### src/rtl/uart_udp_packetizer_if.sv
// Handshake bundle between the UART byte source, the packetizer and the UDP transmitter.
// slave is the packetizer's view; master is the environment driving bytes and tx_ready.
interface uart_udp_packetizer_if #(
  parameter int unsigned MAX_BYTES = 8,
  parameter int unsigned DROP_W    = 16
);
  localparam int unsigned SIZE_W = $clog2(MAX_BYTES + 1);

  logic [7:0]             in_data;
  logic                   in_valid;
  logic                   tx_ready;
  logic                   tx_send;
  logic [MAX_BYTES*8-1:0] tx_data;
  logic [SIZE_W-1:0]      tx_size;
  logic                   busy;
  logic [DROP_W-1:0]      dropped;

  modport master (
    output in_data, in_valid, tx_ready,
    input  tx_send, tx_data, tx_size, busy, dropped
  );

  modport slave (
    input  in_data, in_valid, tx_ready,
    output tx_send, tx_data, tx_size, busy, dropped
  );
endinterface

### src/rtl/uart_udp_packetizer.sv
// Double-buffered UART-to-UDP payload packer: one bank fills while the other is sent,
// flushing on full or after an idle timeout.
module uart_udp_packetizer #(
  parameter int unsigned MAX_BYTES = 8,
  parameter int unsigned TIMEOUT   = 100000,
  parameter int unsigned DROP_W    = 16
) (
  input logic                  clk,
  input logic                  reset,
  uart_udp_packetizer_if.slave bus
);
  localparam int unsigned DATA_W = MAX_BYTES * 8;
  localparam int unsigned SIZE_W = $clog2(MAX_BYTES + 1);
  localparam int unsigned TMR_W  = (TIMEOUT > 0) ? $clog2(TIMEOUT + 1) : 1;
  localparam logic [SIZE_W-1:0] FULL_CNT = SIZE_W'(MAX_BYTES);
  localparam logic [TMR_W-1:0]  TMR_MAX  = TMR_W'(TIMEOUT);

  typedef enum logic [1:0] {StIdle, StReq, StAck, StDone} state_e;

  state_e            r_state;
  logic [DATA_W-1:0] r_buf   [2];
  logic [SIZE_W-1:0] r_count [2];
  logic              r_fill;
  logic [TMR_W-1:0]  r_timer;
  logic              r_pend;
  logic              r_tx_send;
  logic [DATA_W-1:0] r_tx_data;
  logic [SIZE_W-1:0] r_tx_size;
  logic              r_busy;
  logic [DROP_W-1:0] r_dropped;

  logic [SIZE_W-1:0] w_cnt;
  logic              w_full;
  logic              w_timeout_hit;
  logic              w_handoff;
  logic              w_capture;
  logic              w_drop;
  logic [DATA_W-1:0] w_first;

  assign w_cnt         = r_count[r_fill];
  assign w_full        = (w_cnt == FULL_CNT);
  assign w_timeout_hit = (TIMEOUT != 0) && (w_cnt != '0) && (r_timer == TMR_MAX);
  // A full bank requests immediately; a timeout is latched and served one edge later.
  assign w_handoff     = (r_pend || w_full) && (r_state == StIdle);
  assign w_capture     = bus.in_valid && !w_full && !w_handoff;
  assign w_drop        = bus.in_valid && w_full && !w_handoff;
  assign w_first       = {bus.in_data, {(DATA_W-8){1'b0}}};

  always_ff @(posedge clk) begin
    if (reset) begin
      r_state    <= StIdle;
      r_buf[0]   <= '0;
      r_buf[1]   <= '0;
      r_count[0] <= '0;
      r_count[1] <= '0;
      r_fill     <= 1'b0;
      r_timer    <= '0;
      r_pend     <= 1'b0;
      r_tx_send  <= 1'b0;
      r_tx_data  <= '0;
      r_tx_size  <= '0;
      r_busy     <= 1'b0;
      r_dropped  <= '0;
    end else begin
      r_tx_send <= 1'b0;

      if (w_handoff) begin
        // The new fill bank starts zeroed so trailing bytes of a short packet read as 0.
        r_fill           <= ~r_fill;
        r_buf[~r_fill]   <= bus.in_valid ? w_first : '0;
        r_count[~r_fill] <= bus.in_valid ? SIZE_W'(1) : '0;
        r_timer          <= '0;
        r_pend           <= 1'b0;
      end else begin
        if (w_capture) begin
          for (int i = 0; i < MAX_BYTES; i++) begin
            if (w_cnt == SIZE_W'(i)) r_buf[r_fill][DATA_W-1-8*i -: 8] <= bus.in_data;
          end
          r_count[r_fill] <= w_cnt + 1'b1;
          r_timer         <= '0;
        end else if ((w_cnt != '0) && (r_timer != TMR_MAX)) begin
          r_timer <= r_timer + 1'b1;
        end
        r_pend <= r_pend | w_timeout_hit;
      end

      if (w_drop && (r_dropped != '1)) r_dropped <= r_dropped + 1'b1;

      unique case (r_state)
        StIdle: begin
          if (w_handoff) begin
            r_state   <= StReq;
            r_busy    <= 1'b1;
            r_tx_data <= r_buf[r_fill];
            r_tx_size <= w_cnt;
          end
        end
        StReq: begin
          if (bus.tx_ready) begin
            r_tx_send <= 1'b1;
            r_state   <= StAck;
          end
        end
        StAck: begin
          if (!bus.tx_ready) r_state <= StDone;
        end
        StDone: begin
          if (bus.tx_ready) begin
            r_state <= StIdle;
            r_busy  <= 1'b0;
          end
        end
        default: r_state <= StIdle;
      endcase
    end
  end

  assign bus.tx_send = r_tx_send;
  assign bus.tx_data = r_tx_data;
  assign bus.tx_size = r_tx_size;
  assign bus.busy    = r_busy;
  assign bus.dropped = r_dropped;
endmodule

### src/flat_wrapper.sv
// flat-port wrapper written by rule: the top's interface ports become plain ports
module uart_udp_packetizer_flat 
#(
  parameter int unsigned MAX_BYTES = 8,
  parameter int unsigned TIMEOUT   = 100000,
  parameter int unsigned DROP_W    = 16
)
  (clk, reset, bus_in_data, bus_in_valid, bus_tx_ready, bus_tx_send, bus_tx_data, bus_tx_size, bus_busy, bus_dropped);
  uart_udp_packetizer_if #(.MAX_BYTES(MAX_BYTES), .DROP_W(DROP_W)) bus_i ();
  input logic clk;
  input logic reset;
  input wire logic [$bits(bus_i.in_data)-1:0] bus_in_data;
  input wire logic [$bits(bus_i.in_valid)-1:0] bus_in_valid;
  input wire logic [$bits(bus_i.tx_ready)-1:0] bus_tx_ready;
  output wire logic [$bits(bus_i.tx_send)-1:0] bus_tx_send;
  output wire logic [$bits(bus_i.tx_data)-1:0] bus_tx_data;
  output wire logic [$bits(bus_i.tx_size)-1:0] bus_tx_size;
  output wire logic [$bits(bus_i.busy)-1:0] bus_busy;
  output wire logic [$bits(bus_i.dropped)-1:0] bus_dropped;
  assign bus_i.in_data = bus_in_data;
  assign bus_i.in_valid = bus_in_valid;
  assign bus_i.tx_ready = bus_tx_ready;
  assign bus_tx_send = bus_i.tx_send;
  assign bus_tx_data = bus_i.tx_data;
  assign bus_tx_size = bus_i.tx_size;
  assign bus_busy = bus_i.busy;
  assign bus_dropped = bus_i.dropped;
  uart_udp_packetizer #(.MAX_BYTES(MAX_BYTES), .TIMEOUT(TIMEOUT), .DROP_W(DROP_W)) u_core (.clk(clk), .reset(reset), .bus(bus_i));
endmodule
### config.mk
export PLATFORM = sky130hd
export DESIGN_NAME = uart_udp_packetizer_flat
export DESIGN_NICKNAME = d
export VERILOG_FILES = /design/src/rtl/uart_udp_packetizer_if.sv /design/src/rtl/uart_udp_packetizer.sv /design/src/flat_wrapper.sv
export SDC_FILE = /design/constraint.sdc
export NUM_CORES = 1
export LEC_CHECK = 0
export CELL_PAD_IN_SITES_DETAIL_PLACEMENT = 0
export CELL_PAD_IN_SITES_GLOBAL_PLACEMENT = 1
export CORE_MARGIN = 5
export CORE_UTILIZATION = 35
export DETAILED_ROUTE_END_ITERATION = 12
export GPL_ROUTABILITY_DRIVEN = 0
export GPL_TIMING_DRIVEN = 1
export PLACE_DENSITY = 0.74
export REMOVE_ABC_BUFFERS = 1
export SYNTH_ARGS = -nofsm -noshare
export SYNTH_HDL_FRONTEND = slang
export SYNTH_SLANG_ARGS = --single-unit
### constraint.sdc
create_clock -name clk -period 4.1 [get_ports clk]
set_input_delay 0.615 -clock clk [delete_from_list [all_inputs] [get_ports clk]]
set_output_delay 0.615 -clock clk [all_outputs]
set_load 0.005 [all_outputs]
==> metrics.md <==
| Metric | Value |
|---|---|
| H-tree Lvls | 1 |
| Non-Filler Instances | 1405 |
| Die width | 184 µm |
| Routed len/inst | 17.2 µm |
| Critical Path Stages | 7 |
| First-pass GRT wire length | 38.4 mm |
| Synthesized cell area | 0.0106 mm² |
| Max Cap Viol | 0 |
| CP bufs+invs | 1 |
| Min Tclk post-route | 3580 ps |
| Post-route ant nets | 0 |
| Clk network pwr share | 37.2% |
| Setup slack, reg-to-reg | 520 ps |
| Layout cells sized above 1 | 7.29% |
| Worst Reg-to-Reg Cells | 7 |
| Main flop type after synthesis | edfxtp_1 |
| RSZ-0062 raised after global routing | no |
| Vias per cell | 5.05 |
| Post-synth EDFFs | 136 |
| Area share of the largest cell type after synthesis | 38.6% |
| Normalized max-slew margin | 25.5% |
| Total negative slack | 0 ps |
| Worst Setup Slack, final | 519 ps |
| Crit end category | register |
| Final setup fails | 0 |
| Post-DP HPWL | 15.7 mm |
| Pwr Total | 6.53 mW |
| Async SR Flop Fraction | 0% |
| Worst Path Arrival | 4010 ps |
| Die Span Y | 184 µm |
| Worst Hold Class | reg -> reg |
| Largest net degree at the start of global routing | 69 |
| Cts repair resizes | 0 |
| Fin nets | 1018 |
| Die ar. | 0.0338 mm² |
| Delay-heaviest family, CP | simple AND/OR/NAND/NOR gates |
| Crit path capture | u_core.bus.dropped[15] |
| Core area | 0.0297 mm² |
| Clk buf depth | 3 |
| Area leader, netlist | edfxtp_1 |
| Maximum fanout along the worst path | 14 |
| All-layer global routing usage | 13.9% |
| Starting DRT DRC Count | 388 |
| Hold Fails Final Rpt | 0 |
| Pre-CTS WS | 537 ps |
| CTS clk-pin slew, worst paths | 50 ps |
| Most frequent cells after synthesis | edfxtp_1, and2_1, dfxtp_1 |
| Postcts setup bufs | 0 |
| Antenna violations before repair | 0 |
| Most frequent cell after synthesis | edfxtp_1 |
| Worst vdd ir | 0.308 mV |
| YS warnings | 0 |
| Area contributors post-synth | edfxtp_1, dfxtp_1, and2_1 |
| GR Overflow Total | 0 |
| Sequential share of the synthesized area | 59.0% |
| Comb power frac | 16.9% |
| Vias in the first global route | 6915 |
| Port Buffer Count | 97 |
| Sequential group share of total power | 45.9% |
| CP required | 4520 ps |
| Least-Margin Pin Slew | 1110 ps |
| Synthesized area per cell | 11.5 µm² |
| Status | complete, no violations |
| Layout area overhead | 20.9% |
| Std-Cell Rows | 63 |
| Leak Pwr | 4.33 nW |
| Setup Crit Path Kind | reg -> reg |
| Total routed wirelength | 24.1 mm |
| Clk sink count | 244 |
| Initial Utilization | 35.6% |
| CTS tree | done |
| DR pass1 iterations | 4 |
| Hold_buf cts | 0 |
| Switching power | 1.70 mW |
| Final Slew Violations | 0 |
| Pwr Density | 510 mW/mm² |
| Crit path launch type | register |
| Synthesized instance count | 917 |
| Later-pin clock latency in the skew report | 540 ps |
| TritonCTS buffer count | 28 |
| Worst path slowest cell | or4_1 |
| Post-synthesis sequential element count | 244 |
| Highest achievable clock rate | 0.279 GHz |
| Yosys cell types | 52 |
| Reg-to-Reg End | u_core.bus.dropped[15] |
| Placed cell count | 1354 |
| Hold slack | 493 ps |
| Sw Ratio | 26.1% |
| Root buf cell | clkbuf_16 |
| Final period util | 87.3% |
| Via count | 7094 |
| # IOs | 98 |
| Filler instances | 2791 |
| Slowest Stage Delay on Critical Path | 640 ps |
| Number of antenna diodes | 0 |
| DRC viols | 0 |
| Int Pwr | 4.82 mW |
| CP Cell Sequence | mux2i_1 > ha_1 > nor4bb_1 > buf_4 > o2111ai_1 > or4_1 > o211a_1 |
| Clk_skew | 19.0 ps |
-- cell type report --
| type | instances | area [µm²] | area share (%) |
|---|---|---|---|
| Timing Repair Buffer | 115 | 1100 | 8.62 |
| Clock buffer | 33 | 729 | 5.70 |
| Sequential cell | 244 | 6250 | 48.8 |
| Clock inverter | 18 | 174 | 1.36 |
| Inverter | 14 | 52.6 | 0.410 |
| Multi-Input combinational cell | 591 | 4010 | 31.3 |
| Tap cell | 390 | 488 | 3.81 |
-- power by group through the flow --
| stage | sequential [mW] | combinational [mW] | clock (mW) |
|---|---|---|---|
| finish | 2.99 | 1.10 | 2.43 |
| global route | 3.03 | 1.22 | 2.60 |
| CTS | 3.00 | 1.12 | 2.49 |
| detailed placement | 3.05 | 1.11 | 0 |
| global placement | 3.04 | 1.10 | 0 |
| floorplan | 3.06 | 0.595 | 0 |
-- cell usage in the layout, fill, tap and decap left out, types with 12 or more instances in the layout --
cell type,Yosys,final
nor2_1,84,84
ha_1,12,12
nand2b_1,14,14
a211oi_1,68,68
and3_1,18,18
mux2i_1,68,68
and2_1,110,110
edfxtp_1,136,136
buf_4,0,19
nand2_1,23,23
clkbuf_16,0,28
dfxtp_1,108,107
inv_1,13,13
clkdlybuf4s50_1,0,96
or4_1,14,14
a21oi_1,27,27
o31ai_1,15,15
and4_1,24,24
nand3_1,15,15
o21ai_0,14,14
-- worst reg2reg max path, cell delays in order (launching register included) --
cell and delay [ps]:
dfxtp_1 600, mux2i_1 570, ha_1 420, nor4bb_1 440, buf_4 230, o2111ai_1 440, or4_1 650, o211a_1 130
-- worst min-delay path by stage --
stage | depth (start not counted) | from | end | slack (ps)
floorplan | 2 | u_core.r_timer[16] | u_core.r_timer[16] | 450
global placement | 2 | u_core.r_timer[16] | u_core.r_timer[16] | 480
detailed placement | 2 | u_core.r_timer[16] | u_core.r_timer[16] | 490
CTS | 2 | reset | u_core.bus.dropped[3] | 490
global route | 2 | u_core.r_timer[16] | u_core.r_timer[16] | 500
finish | 2 | u_core.r_timer[16] | u_core.r_timer[16] | 490
-- metal layers --
metal	track usage (%)	vias up	routed length, µm
met5	0	-	0
met4	3.16	0	472
met2	23.2	164	11400
met3	2.59	36	1450
met1	19.0	3345	10800
li1	-	3549	-
-- per-stage QoR --
stage          area [µm²]  util (%)
2_1_floorplan       10300         -
6_report            12800      43.1
5_1_grt             12800      43.1
3_5_place_dp        11900      40.0
4_1_cts             12800      43.1
3_3_place_gp        11900      40.0
-- kinds of logic after synthesis --
kind of cell	Yosys count	share of synthesized area, %
AO/OA/AOI/OAI	144	9.43
XOR/XNOR	7	0.579
adder cells (fa/ha/maj)	12	1.42
buffers and inverters	82	3.25
flip-flops	244	59.0
multiplexers	71	6.75
AND/OR/NAND/NOR	357	19.6
-- sequential cells by signal (all words and copies together), names as in the netlist, named ones only --
signal,flops
u_core.r_buf,128
u_core.bus.tx_data,64
u_core.r_timer,17
u_core.bus.dropped,16
u_core.r_count,8
u_core.bus.tx_size,4
u_core.r_state,2
u_core.bus.busy,1
u_core.bus.tx_send,1
u_core.r_fill,1
u_core.r_pend,1
No activity file was read; power rests on OpenSTA's default activity.
